===== src/rtl/mmio_pkg.sv =====
// Shared definitions for the byte-wide memory-mapped I/O bus.
// Holds the request size encodings, the bus master FSM states, the default
// responder read latency and the I/O base addresses that the peripherals use.
// It also holds small helpers for picking byte lanes out of a word.
package mmio_pkg;

  // Width of the I/O byte address.
  localparam int IO_ADDR_WIDTH        = 17;
  // Cycles from an en_out cycle until the responder's read byte is valid.
  localparam int DEFAULT_READ_LATENCY = 1;

  // Peripheral base addresses on the I/O bus.
  localparam logic [16:0] IO_TIMER_BASE = 17'h00000;
  localparam logic [16:0] IO_TIMER_CMP  = 17'h00004;

  // Request size encodings. A size of 2'd3 is also treated as a word.
  localparam logic [1:0] SZ_BYTE = 2'd0;
  localparam logic [1:0] SZ_HALF = 2'd1;
  localparam logic [1:0] SZ_WORD = 2'd2;

  typedef enum logic [1:0] {
    IDLE  = 2'd0,
    ISSUE = 2'd1,
    DRAIN = 2'd2,
    RESP  = 2'd3
  } mmio_state_e;

  // Index of the last byte of a request (N-1).
  function automatic logic [1:0] size_last_idx(input logic [1:0] size);
    logic [1:0] idx;
    case (size)
      SZ_BYTE: idx = 2'd0;
      SZ_HALF: idx = 2'd1;
      default: idx = 2'd3;
    endcase
    return idx;
  endfunction

  // Little-endian byte lane idx of a 32-bit word.
  function automatic logic [7:0] word_byte(input logic [31:0] w, input logic [1:0] idx);
    logic [7:0] b;
    case (idx)
      2'd0:    b = w[7:0];
      2'd1:    b = w[15:8];
      2'd2:    b = w[23:16];
      default: b = w[31:24];
    endcase
    return b;
  endfunction

endpackage


===== src/rtl/mmio_load_extend.sv =====
// Combinational size and sign extension of an assembled load value.
// Ports:
//   raw   - assembled bytes, right-justified
//   size  - request size (byte / half / word)
//   sign  - 1 = sign-extend, 0 = zero-extend
//   ext   - 32-bit extended result
module mmio_load_extend
  import mmio_pkg::*;
(
  input  logic [31:0] raw,
  input  logic [1:0]  size,
  input  logic        sign,
  output logic [31:0] ext
);

  // Select the extension from the top valid bit of the requested size
  always_comb begin
    ext = raw;
    case (size)
      SZ_BYTE: ext = {{24{sign & raw[7]}}, raw[7:0]};
      SZ_HALF: ext = {{16{sign & raw[15]}}, raw[15:0]};
      default: ext = raw;
    endcase
  end

endmodule


===== src/rtl/mmio_byte_master.sv =====
// CPU-side initiator for the byte-wide MMIO bus.
// It takes one byte, half or word load/store request at a time. The request is
// issued as consecutive single-byte accesses, lowest address first. For loads,
// the returned bytes are assembled and extended into one 32-bit response.
// Ports:
//   clk, rst            - clock, synchronous active-high reset
//   req_*               - core request (valid/ready handshake)
//   resp_valid/rdata    - one-cycle completion pulse and load data
//   en_out, r_nw_out,
//   a_out, d_out        - bus access strobe, direction, address, write data
//   d_in                - bus read data, valid READ_LATENCY cycles after en_out
module mmio_byte_master
  import mmio_pkg::*;
#(
  parameter int ADDR_WIDTH   = IO_ADDR_WIDTH,
  parameter int READ_LATENCY = DEFAULT_READ_LATENCY
) (
  input  logic                  clk,
  input  logic                  rst,
  input  logic                  req_valid,
  output logic                  req_ready,
  input  logic                  req_we,
  input  logic [ADDR_WIDTH-1:0] req_addr,
  input  logic [1:0]            req_size,
  input  logic                  req_sign,
  input  logic [31:0]           req_wdata,
  output logic                  resp_valid,
  output logic [31:0]           resp_rdata,
  output logic                  en_out,
  output logic                  r_nw_out,
  output logic [ADDR_WIDTH-1:0] a_out,
  output logic [7:0]            d_out,
  input  logic [7:0]            d_in
);

  localparam logic [2:0] LAT3 = 3'(READ_LATENCY);

  mmio_state_e           state_r, state_s;
  logic                  we_r, we_s;
  logic [ADDR_WIDTH-1:0] base_r, base_s;
  logic [1:0]            last_r, last_s;
  logic [1:0]            size_r, size_s;
  logic                  sign_r, sign_s;
  logic [31:0]           wdata_r, wdata_s;
  // Cycles since the first issue cycle. Byte i is issued at count i.
  // It is sampled at count i+READ_LATENCY.
  logic [2:0]            cyc_r, cyc_s;
  logic [31:0]           asm_r, asm_s;

  logic                  req_ready_s, resp_valid_s, en_s, r_nw_s;
  logic [31:0]           resp_rdata_s;
  logic [ADDR_WIDTH-1:0] a_s;
  logic [7:0]            d_s;

  logic                  samp_ok_s;
  logic [2:0]            samp_idx_s;
  logic [1:0]            nxt_idx_s;
  logic [31:0]           asm_merged_s;
  logic [31:0]           ext_s;

  // Decide whether this cycle is a scheduled read-data sample, and for which byte
  always_comb begin
    samp_idx_s = cyc_r - LAT3;
    if (!we_r && (state_r == ISSUE || state_r == DRAIN) && cyc_r >= LAT3 &&
        samp_idx_s <= {1'b0, last_r}) begin
      samp_ok_s = 1'b1;
    end else begin
      samp_ok_s = 1'b0;
    end
  end

  // Insert the sampled byte into its lane of the assembly register
  always_comb begin
    asm_merged_s = asm_r;
    if (samp_ok_s) begin
      case (samp_idx_s[1:0])
        2'd0:    asm_merged_s[7:0]   = d_in;
        2'd1:    asm_merged_s[15:8]  = d_in;
        2'd2:    asm_merged_s[23:16] = d_in;
        default: asm_merged_s[31:24] = d_in;
      endcase
    end else begin
      asm_merged_s = asm_r;
    end
  end

  // The extension sees the merged value so that the final byte is included
  mmio_load_extend u_extend (
    .raw  (asm_merged_s),
    .size (size_r),
    .sign (sign_r),
    .ext  (ext_s)
  );

  assign nxt_idx_s = cyc_r[1:0] + 2'd1;

  // Next-state and next-output logic. All outputs are registered from these values.
  always_comb begin
    state_s      = state_r;
    we_s         = we_r;
    base_s       = base_r;
    last_s       = last_r;
    size_s       = size_r;
    sign_s       = sign_r;
    wdata_s      = wdata_r;
    cyc_s        = cyc_r;
    asm_s        = asm_r;
    req_ready_s  = 1'b0;
    resp_valid_s = 1'b0;
    resp_rdata_s = resp_rdata;
    en_s         = 1'b0;
    r_nw_s       = 1'b1;
    a_s          = a_out;
    d_s          = d_out;
    case (state_r)
      IDLE: begin
        if (req_valid) begin
          state_s = ISSUE;
          we_s    = req_we;
          base_s  = req_addr;
          last_s  = size_last_idx(req_size);
          size_s  = req_size;
          sign_s  = req_sign;
          wdata_s = req_wdata;
          cyc_s   = 3'd0;
          asm_s   = 32'd0;
          en_s    = 1'b1;
          r_nw_s  = ~req_we;
          a_s     = req_addr;
          d_s     = req_we ? req_wdata[7:0] : 8'h00;
        end else begin
          req_ready_s = 1'b1;
        end
      end
      ISSUE: begin
        asm_s = asm_merged_s;
        cyc_s = cyc_r + 3'd1;
        if (cyc_r[1:0] == last_r) begin
          if (we_r) begin
            state_s      = RESP;
            resp_valid_s = 1'b1;
            resp_rdata_s = 32'd0;
          end else begin
            state_s = DRAIN;
          end
        end else begin
          en_s   = 1'b1;
          r_nw_s = ~we_r;
          // Address arithmetic truncates to ADDR_WIDTH, so the sequence wraps
          a_s    = base_r + ADDR_WIDTH'(nxt_idx_s);
          d_s    = we_r ? word_byte(wdata_r, nxt_idx_s) : 8'h00;
        end
      end
      DRAIN: begin
        asm_s = asm_merged_s;
        cyc_s = cyc_r + 3'd1;
        if (samp_ok_s && samp_idx_s[1:0] == last_r) begin
          state_s      = RESP;
          resp_valid_s = 1'b1;
          resp_rdata_s = ext_s;
        end else begin
          state_s = DRAIN;
        end
      end
      RESP: begin
        state_s     = IDLE;
        req_ready_s = 1'b1;
      end
      default: begin
        state_s     = IDLE;
        req_ready_s = 1'b1;
      end
    endcase
  end

  // State, request and output registers. Reset overrides any request in the same cycle.
  always_ff @(posedge clk) begin
    if (rst) begin
      state_r    <= IDLE;
      we_r       <= 1'b0;
      base_r     <= '0;
      last_r     <= 2'd0;
      size_r     <= 2'd0;
      sign_r     <= 1'b0;
      wdata_r    <= 32'd0;
      cyc_r      <= 3'd0;
      asm_r      <= 32'd0;
      req_ready  <= 1'b1;
      resp_valid <= 1'b0;
      resp_rdata <= 32'd0;
      en_out     <= 1'b0;
      r_nw_out   <= 1'b1;
      a_out      <= '0;
      d_out      <= 8'h00;
    end else begin
      state_r    <= state_s;
      we_r       <= we_s;
      base_r     <= base_s;
      last_r     <= last_s;
      size_r     <= size_s;
      sign_r     <= sign_s;
      wdata_r    <= wdata_s;
      cyc_r      <= cyc_s;
      asm_r      <= asm_s;
      req_ready  <= req_ready_s;
      resp_valid <= resp_valid_s;
      resp_rdata <= resp_rdata_s;
      en_out     <= en_s;
      r_nw_out   <= r_nw_s;
      a_out      <= a_s;
      d_out      <= d_s;
    end
  end

endmodule


===== config.mk =====
export PLATFORM = sky130hd
export DESIGN_NAME = mmio_byte_master
export DESIGN_NICKNAME = d
export VERILOG_FILES = /design/src/rtl/mmio_pkg.sv /design/src/rtl/mmio_load_extend.sv /design/src/rtl/mmio_byte_master.sv
export SDC_FILE = /design/constraint.sdc
export NUM_CORES = 1
export LEC_CHECK = 0
export CAP_MARGIN = 20
export CORE_ASPECT_RATIO = 1.75
export CORE_MARGIN = 8
export CORE_UTILIZATION = 41
export CTS_CLUSTER_DIAMETER = 100
export CTS_CLUSTER_SIZE = 8
export DETAILED_ROUTE_END_ITERATION = 7
export PLACE_DENSITY_LB_ADDON = 0.15
export SETUP_SLACK_MARGIN = 0.15
export SLEW_MARGIN = 40
export SYNTH_ARGS = -nofsm -noshare
export SYNTH_HDL_FRONTEND = slang
export SYNTH_SLANG_ARGS = --single-unit
export TNS_END_PERCENT = 5

===== constraint.sdc =====
create_clock -name clk -period 3.2 [get_ports clk]
set_input_delay 0.48 -clock clk [delete_from_list [all_inputs] [get_ports clk]]
set_output_delay 0.48 -clock clk [all_outputs]
set_load 0.01 [all_outputs]

==> run_summary.xml, run 1 <==
<?xml version="1.0" encoding="UTF-8"?>
<metrics>
  <group name="yosys">
    <metric name="postSynthAreaPerCell" unit="sq um">8.40</metric>
    <metric name="synth-compound-area-share" unit="%">21.7</metric>
    <metric name="synthArstFlopShare" unit="%">0</metric>
    <metric name="synth-seq-cells" unit="">153</metric>
    <metric name="synth_mux_area_share" unit="%">4.37</metric>
    <metric name="post_synth_main_area_contributors" unit="">sky130_fd_sc_hd__dfxtp_1 46%, sky130_fd_sc_hd__nand2_1 9.2%, sky130_fd_sc_hd__a21oi_1 5.2%</metric>
    <metric name="sequential_element_share_of_the_synthesized_area" unit="%">45.7</metric>
    <metric name="synth_top_flop_cell" unit="">sky130_fd_sc_hd__dfxtp_1</metric>
    <metric name="synth_simple_gate_area_share" unit="%">18.8</metric>
    <metric name="synth_enable_flop_cells" unit="">0</metric>
    <metric name="synth_top_family_by_area" unit="">compound AO/OA/AOI/OAI gates</metric>
    <metric name="yosysWarnings" unit="">0</metric>
    <metric name="netlist_area" unit="sq um">6700</metric>
    <metric name="synth_largest_type_area_fraction" unit="%">45.7</metric>
    <metric name="postSynthNetCount" unit="">878</metric>
    <metric name="unique_cell_type_count_in_the_yosys_netlist" unit="">52</metric>
    <metric name="yosysTopAreaCell" unit="">sky130_fd_sc_hd__dfxtp_1</metric>
    <metric name="synth_xor_xnor_area_share" unit="%">2.22</metric>
    <metric name="synth_adder_area_share" unit="%">3.10</metric>
    <metric name="synthesis.instances" unit="">798</metric>
  </group>
  <group name="clock_network">
    <metric name="clockRootBuffer" unit="">sky130_fd_sc_hd__clkbuf_16</metric>
    <metric name="cts-htree-levels" unit="">4</metric>
    <metric name="worst_skew_pair.late_latency" unit="ns">0.43</metric>
    <metric name="cts_hold_buf" unit="">0</metric>
    <metric name="reg_clk_slew_reported_paths" unit="ns">0.07</metric>
    <metric name="clock_sinks" unit="">153</metric>
    <metric name="tritoncts" unit="">done</metric>
    <metric name="cts_buffer_depth" unit="">2</metric>
    <metric name="clock_buffer_count_from_cts" unit="">17</metric>
  </group>
  <group name="final_layout">
    <metric name="design.final.nets" unit="">989</metric>
    <metric name="antenna-diode-count" unit="">0</metric>
    <metric name="post_route_cells_drive_above_1_share" unit="%">8.03</metric>
    <metric name="finalInstanceArea" unit="sq um">8740</metric>
    <metric name="area_delta_synth_final" unit="%">30.4</metric>
  </group>
  <group name="placement">
    <metric name="port_buffers" unit="">124</metric>
    <metric name="hpwl" unit="microns">14500</metric>
    <metric name="gp_congestion" unit="">0.843</metric>
    <metric name="post_dp_cell_area" unit="sq um">8130</metric>
  </group>
  <group name="critical_path">
    <metric name="worst_ep_arrival_time" unit="ns">3.31</metric>
    <metric name="crit_path_max_fanout" unit="">8</metric>
    <metric name="criticalPathCategory" unit="">reg2reg</metric>
    <metric name="critical_path.slowest_cell" unit="">sky130_fd_sc_hd__dfxtp_1</metric>
    <metric name="critical_path.startpoint_type" unit="">flip-flop</metric>
    <metric name="worstPathCellList" unit="">inv_1, ha_1, inv_1, ha_1, nor2b_1, o21ai_2, nor3b_1, buf_4, mux2i_1, a2bb2oi_1, nor2_1</metric>
    <metric name="largest_stage_delay_on_the_critical_path" unit="ns">0.46</metric>
    <metric name="required" unit="ns">3.49</metric>
    <metric name="worst_setup_path_end_kind" unit="">flip-flop</metric>
  </group>
  <group name="detailed_routing">
    <metric name="routed_wire_length_per_instance" unit="microns">17.4</metric>
    <metric name="drt-total-wl" unit="microns">19400</metric>
    <metric name="drt_drc_violations_left" unit="">0</metric>
    <metric name="drt_iter0_drc" unit="">364</metric>
    <metric name="drtAntennaViolNets" unit="">0</metric>
    <metric name="via_count" unit="">6172</metric>
    <metric name="first_pass_iters" unit="">6</metric>
    <metric name="vias_per_cell" unit="">5.54</metric>
  </group>
  <group name="die">
    <metric name="floorplan.core_area" unit="sq um">16200</metric>
    <metric name="die_w" unit="microns">113</metric>
    <metric name="io-pin-count" unit="">125</metric>
    <metric name="rows" unit="">62</metric>
    <metric name="dieArea" unit="sq um">20900</metric>
    <metric name="floorplan.die.height" unit="microns">185</metric>
    <metric name="initial_core_util" unit="%">41.3</metric>
  </group>
  <group name="status">
    <metric name="run_status" unit="">finished, final reports clean</metric>
  </group>
  <group name="grt">
    <metric name="grt_overflow" unit="">0</metric>
    <metric name="grt_max_degree" unit="">88</metric>
    <metric name="grtUsageTotal" unit="%">18.7</metric>
    <metric name="first_pass_grt_wire_length" unit="microns">31300</metric>
    <metric name="grt_antenna_before_repair" unit="">0</metric>
    <metric name="first_global_vias" unit="">6149</metric>
  </group>
  <group name="timing">
    <metric name="maxSlewHeadroom" unit="%">49.3</metric>
    <metric name="finalHoldViolCount" unit="">0</metric>
    <metric name="setup_viol" unit="">0</metric>
    <metric name="max_clock_freq" unit="MHz">331</metric>
    <metric name="layout_worst_path_cycle_share" unit="%">94.4</metric>
    <metric name="totalNegativeSetupSlack" unit="ns">0</metric>
    <metric name="max_slew.worst_pin.slew" unit="ns">0.757</metric>
    <metric name="grt_setup_unrepaired" unit="">yes</metric>
    <metric name="clock_period_minus_final_worst_setup_slack" unit="ns">3.02</metric>
    <metric name="slew_violations" unit="">0</metric>
    <metric name="worst_clock_skew" unit="ns">0.0174</metric>
  </group>
  <group name="power_and_ir_drop">
    <metric name="pwr_cell_area" unit="nW/um^2">829</metric>
    <metric name="p_clk_share" unit="%">27.7</metric>
    <metric name="cell_internal_pwr" unit="uW">4450</metric>
    <metric name="net-switching-power" unit="uW">2790</metric>
    <metric name="share_comb_of_total_power" unit="%">39.0</metric>
    <metric name="share_seq_of_total_power" unit="%">33.3</metric>
    <metric name="power_leakage" unit="uW">0.00324</metric>
    <metric name="switching_share" unit="%">38.6</metric>
    <metric name="vdd.ir_drop.worst" unit="uV">451</metric>
  </group>
  <group name="worst_hold_path">
    <metric name="hp-class" unit="">reg2reg</metric>
  </group>
  <group name="job">
    <metric name="maxCapViolations" unit="">0</metric>
  </group>
</metrics>
-- routing by layer --
layer	routed length, microns	global-route usage (%)	part of all wire [%]	vias to the layer above
li1	-	-	-	3029
met2	10400	35.2	54	185
met1	7690	19.6	40	2931
met4	450	7.71	2.3	0
met5	0	0	0	-
met3	874	3.89	4.5	27
-- synthesized netlist by cell type, types with 11 or more instances --
cell,instances
sky130_fd_sc_hd__clkbuf_1,42
sky130_fd_sc_hd__nand2_1,164
sky130_fd_sc_hd__dfxtp_1,153
sky130_fd_sc_hd__o211ai_1,11
sky130_fd_sc_hd__nand3_1,20
sky130_fd_sc_hd__a21oi_1,70
sky130_fd_sc_hd__a22oi_1,16
sky130_fd_sc_hd__mux2i_1,27
sky130_fd_sc_hd__o21ai_0,34
sky130_fd_sc_hd__a2bb2oi_1,18
sky130_fd_sc_hd__nor3_1,11
sky130_fd_sc_hd__nor2_1,84
sky130_fd_sc_hd__ha_1,15
-- stage by stage --
step / instances / hold WS (ns) / setup WS [ns] / utilization (%) / power [uW]
after CTS: 1113 / 0.458 / 0.175 / 53.8 / 7280
after detailed placement: 1081 / 0.449 / 0.0338 / 50.1 / 5260
after global routing: 1114 / 0.477 / 0.0104 / 53.9 / 7670
after global placement: 1081 / 0.443 / 0.247 / 50.1 / 5200
after floorplan: 798 / 0.436 / 0.298 / - / 4200
final: 1114 / 0.457 / 0.181 / 53.9 / 7250
-- registers in the layout, summed over array words and instances (netlist names) --
| signal | cells |
|---|---|
| resp_rdata | 32 |
| cyc_r | 3 |
| en_out | 1 |
| sign_r | 1 |
| state_r | 2 |
| r_nw_out | 1 |
| wdata_r | 32 |
| asm_r | 32 |
| size_r | 2 |
| we_r | 1 |
| base_r | 17 |
| req_ready | 1 |
| resp_valid | 1 |
| last_r | 2 |
| a_out | 17 |
| d_out | 8 |
-- critical path: cells and delay by family, from the launching register on --
family	cells	cell delay (ns)
fa+ha+maj	2	0.66
simple gates	3	0.51
compound gates	2	0.48
buf+inv	3	0.48
flops	1	0.46
mux	1	0.31
-- power groups by stage --
stage	Sequential, uW	Clock [uW]	Combinational, uW
3_3_place_gp	2440	0	2760
6_report	2410	2010	2820
2_1_floorplan	2480	0	1720
3_5_place_dp	2450	0	2810
4_1_cts	2420	2040	2830
5_1_grt	2450	2120	3100
-- cells by family (layout without fill, tap and decap cells) --
| kind of cell | after synthesis | in the layout |
|---|---|---|
| multiplexers | 29 | 29 |
| XOR/XNOR | 17 | 17 |
| adder cells (fa/ha/maj) | 16 | 16 |
| AND/OR/NAND/NOR | 303 | 303 |
| AO/OA/AOI/OAI | 213 | 213 |
| buffers and inverters | 67 | 191 |
| flip-flops | 153 | 153 |
-- final cells by class --
| class | count | area, sq um |
|---|---|---|
| clock buffer | 18 | 439 |
| clock inverter | 14 | 150 |
| fill | 1498 | 7470 |
| inverter | 11 | 41.3 |
| multi-input combinational | 578 | 3370 |
| sequential | 153 | 3060 |
| tap | 192 | 240 |
| timing repair buffer | 148 | 1440 |
-- cell usage in the layout, fill, tap and decap left out, drive strengths merged, types with 3 or more instances in the layout --
cell           netlist  routed
o211ai              11      11
dfxtp              153     153
clkbuf              42      18
a31oi                5       5
a221o                7       7
clkdlybuf4s50        0     123
mux2i               27      27
nand2              164     164
nand3               20      20
nor2b                5       5
xnor2               10      10
nand2b               3       3
a2bb2oi             18      18
nor3                12      12
a222oi               8       8
a22o                 8       8
inv                 10      21
o21ai               37      37
a21oi               70      70
nor2                84      84
a211oi               8       8
a221oi               8       8
ha                  15      15
xor2                 7       7
a31o                 4       4
buf                 14      25
a22oi               16      16
nand4                4       4
a211o                3       3
-- final timing paths --
path / startpoint / to / slack (ns) / cells after the start
hold reg to reg: wdata_r[30] / wdata_r[30] / 0.46 / 2
setup reg to reg: cyc_r[1] / asm_r[24] / 0.18 / 11
hold / removal: wdata_r[30] / wdata_r[30] / 0.46 / 2
setup / recovery: cyc_r[1] / asm_r[24] / 0.18 / 11
-- what timing repair did --
action	in CTS	in global routing
cloned	0	0
endpoints found under the setup margin	14	37
gates resized for setup	1	2
buffers inserted	0	1
pin swaps	0	2
(Power assumes the default switching activity.)
==> run 2: changes to the inputs <==
--- a/config.mk
+++ b/config.mk
@@ -12,6 +12,7 @@
 export CTS_CLUSTER_DIAMETER = 100
 export CTS_CLUSTER_SIZE = 8
 export DETAILED_ROUTE_END_ITERATION = 7
+export MAX_ROUTING_LAYER = met4
 export PLACE_DENSITY_LB_ADDON = 0.15
 export SETUP_SLACK_MARGIN = 0.15
 export SLEW_MARGIN = 40
==> run_summary.xml, run 2 (synthesis results as in run 1) <==
<?xml version="1.0" encoding="UTF-8"?>
<metrics>
  <group name="placement">
    <metric name="hpwl" unit="microns">14500</metric>
    <metric name="port_buffers" unit="">124</metric>
    <metric name="preCtsSetupSlack" unit="ns">0.0338</metric>
    <metric name="gp_congestion" unit="">0.856</metric>
    <metric name="dp.cells" unit="">1081</metric>
  </group>
  <group name="critical_path">
    <metric name="reg2reg_depth" unit="">11</metric>
    <metric name="r2r_setup_slack" unit="ns">0.21</metric>
    <metric name="criticalPathCategory" unit="">reg2reg</metric>
    <metric name="worstPathBufferInverterCount" unit="">3</metric>
    <metric name="required" unit="ns">3.49</metric>
    <metric name="largest_stage_delay_on_the_critical_path" unit="ns">0.46</metric>
    <metric name="worstPathCellList" unit="">inv_1, ha_1, inv_1, ha_1, nor2b_1, o21ai_2, nor3b_1, buf_4, mux2i_1, a2bb2oi_1, nor2_1</metric>
    <metric name="critical_path.slowest_cell" unit="">sky130_fd_sc_hd__dfxtp_1</metric>
    <metric name="critical_path_cell_count" unit="">11</metric>
    <metric name="crit_path_max_fanout" unit="">8</metric>
    <metric name="critical_path.startpoint_type" unit="">flip-flop</metric>
    <metric name="cp_top_family" unit="">adder cells</metric>
    <metric name="worst_setup_path_end_kind" unit="">flip-flop</metric>
    <metric name="worst_ep_arrival_time" unit="ns">3.29</metric>
  </group>
  <group name="worst_hold_path">
    <metric name="timing.hold.worst_path_depth" unit="">2</metric>
    <metric name="hp-class" unit="">reg2reg</metric>
  </group>
  <group name="final_layout">
    <metric name="post_route_cells_drive_above_1_share" unit="%">8.03</metric>
    <metric name="mostFrequentLayoutCells" unit="">164 x sky130_fd_sc_hd__nand2_1, 153 x sky130_fd_sc_hd__dfxtp_1, 123 x sky130_fd_sc_hd__clkdlybuf4s50_1</metric>
    <metric name="area_delta_synth_final" unit="%">30.4</metric>
    <metric name="post_layout_nonfiller_instances" unit="">1114</metric>
    <metric name="antenna-diode-count" unit="">0</metric>
    <metric name="finalCoreUtilization" unit="%">53.9</metric>
    <metric name="mostFrequentLayoutCell" unit="">sky130_fd_sc_hd__nand2_1</metric>
    <metric name="design.final.nets" unit="">989</metric>
    <metric name="layout_top_registers" unit="">asm_r: 32 flops, resp_rdata: 32 flops, wdata_r: 32 flops</metric>
  </group>
  <group name="timing">
    <metric name="totalNegativeSetupSlack" unit="ns">0</metric>
    <metric name="slew_violations" unit="">0</metric>
    <metric name="layout_worst_path_cycle_share" unit="%">93.6</metric>
    <metric name="final_critical_path_setup_slack" unit="ns">0.206</metric>
    <metric name="setup_viol" unit="">0</metric>
    <metric name="maxSlewHeadroom" unit="%">49.4</metric>
    <metric name="clock_period_minus_final_worst_setup_slack" unit="ns">2.99</metric>
    <metric name="max_clock_freq" unit="MHz">334</metric>
    <metric name="max_slew.worst_pin.slew" unit="ns">0.757</metric>
    <metric name="grt_setup_unrepaired" unit="">yes</metric>
    <metric name="worst_clock_skew" unit="ns">0.0140</metric>
    <metric name="finalHoldViolCount" unit="">0</metric>
  </group>
  <group name="die">
    <metric name="rows" unit="">62</metric>
    <metric name="initial_core_util" unit="%">41.3</metric>
    <metric name="io-pin-count" unit="">125</metric>
    <metric name="dieArea" unit="sq um">20900</metric>
    <metric name="floorplan.die.height" unit="microns">185</metric>
    <metric name="die_w" unit="microns">113</metric>
    <metric name="floorplan.core_area" unit="sq um">16200</metric>
  </group>
  <group name="clock_network">
    <metric name="clock_buffer_count_from_cts" unit="">17</metric>
    <metric name="tritoncts" unit="">done</metric>
    <metric name="clockRootBuffer" unit="">sky130_fd_sc_hd__clkbuf_16</metric>
    <metric name="cts_hold_buf" unit="">0</metric>
    <metric name="clock_sinks" unit="">153</metric>
    <metric name="cts_buffer_depth" unit="">2</metric>
    <metric name="worst_skew_pair.late_latency" unit="ns">0.43</metric>
    <metric name="cts-htree-levels" unit="">4</metric>
    <metric name="reg_clk_slew_reported_paths" unit="ns">0.07</metric>
  </group>
  <group name="detailed_routing">
    <metric name="drt_iter0_drc" unit="">354</metric>
    <metric name="first_pass_iters" unit="">5</metric>
    <metric name="via_count" unit="">6170</metric>
    <metric name="routed_wire_length_per_instance" unit="microns">17.4</metric>
    <metric name="drtAntennaViolNets" unit="">0</metric>
    <metric name="drt-total-wl" unit="microns">19400</metric>
    <metric name="drt_drc_violations_left" unit="">0</metric>
    <metric name="vias_per_cell" unit="">5.54</metric>
  </group>
  <group name="grt">
    <metric name="grt_antenna_before_repair" unit="">0</metric>
    <metric name="first_global_vias" unit="">6165</metric>
    <metric name="grt_overflow" unit="">0</metric>
    <metric name="grt_max_degree" unit="">88</metric>
    <metric name="grtUsageTotal" unit="%">19.2</metric>
    <metric name="first_pass_grt_wire_length" unit="microns">31200</metric>
  </group>
  <group name="status">
    <metric name="run_status" unit="">finished, final reports clean</metric>
  </group>
  <group name="power_and_ir_drop">
    <metric name="power_leakage" unit="uW">0.00324</metric>
    <metric name="vdd.ir_drop.worst" unit="uV">452</metric>
    <metric name="pwr_cell_area" unit="nW/um^2">829</metric>
  </group>
  <group name="job">
    <metric name="maxCapViolations" unit="">0</metric>
  </group>
</metrics>
-- run 2: cell counts in the layout (fill, tap and decap cells not counted) --
No cell type changed its count.
-- run 2: power by group --
part           switching [uW]  leakage [uW]  internal, uW  total, uW
Combinational            1710       0.00170          1120       2830
Clock                     878      0.000289          1130       2010
Sequential                206       0.00125          2210       2410
Total                    2800       0.00324          4450       7250
-- run 2: what timing repair did --
action                                  CTS  global route
gates cloned                              0             0
endpoints found under the setup margin   14            37
endpoints found under the hold margin     0             0
gates resized for setup                   1             2
pin swaps                                 0             2
buffers inserted                          0             1
-- run 2: layer usage --
metal	routed length [microns]	share of wire [%]	vias to the layer above	track usage, %
li1	-	-	3029	-
met1	7770	40	2931	19.9
met2	10400	54	182	35.2
met3	762	3.9	28	3.17
met4	467	2.4	0	7.71
met5	0	0	-	-
-- run 2: path summary, 6_finish.rpt --
kind,from,endpoint
worst min-delay path,wdata_r[30],wdata_r[30]
worst max register to register,cyc_r[1],asm_r[24]
worst max-delay path,cyc_r[1],asm_r[24]
worst min register to register,wdata_r[30],wdata_r[30]
-- run 2: through the flow --
| stage | hold slack, ns | area (sq um) | total power (uW) |
|---|---|---|---|
| floorplan | 0.436 | 6700 | 4200 |
| detailed placement | 0.449 | 8130 | 5260 |
| global route | 0.477 | 8740 | 7670 |
| CTS | 0.458 | 8720 | 7280 |
| finish | 0.456 | 8740 | 7250 |
| global placement | 0.443 | 8130 | 5200 |
-- run 2: worst register-to-register path, stage by stage (launching register included) --
cell and delay [ns]:
sky130_fd_sc_hd__dfxtp_1 0.46, sky130_fd_sc_hd__inv_1 0.15, sky130_fd_sc_hd__ha_1 0.36, sky130_fd_sc_hd__inv_1 0.08, sky130_fd_sc_hd__ha_1 0.30, sky130_fd_sc_hd__nor2b_1 0.15, sky130_fd_sc_hd__o21ai_2 0.28, sky130_fd_sc_hd__nor3b_1 0.28
sky130_fd_sc_hd__buf_4 0.24, sky130_fd_sc_hd__mux2i_1 0.31, sky130_fd_sc_hd__a2bb2oi_1 0.20, sky130_fd_sc_hd__nor2_1 0.06
-- run 2: layout make-up --
type / instances / area [sq um]
fillers: 1498 / 7470
inverters: 11 / 41.3
well taps: 192 / 240
multi-input cells: 578 / 3370
clock inverters: 14 / 150
clock buffers: 18 / 439
flip-flops and latches: 153 / 3060
repair buffers: 148 / 1440
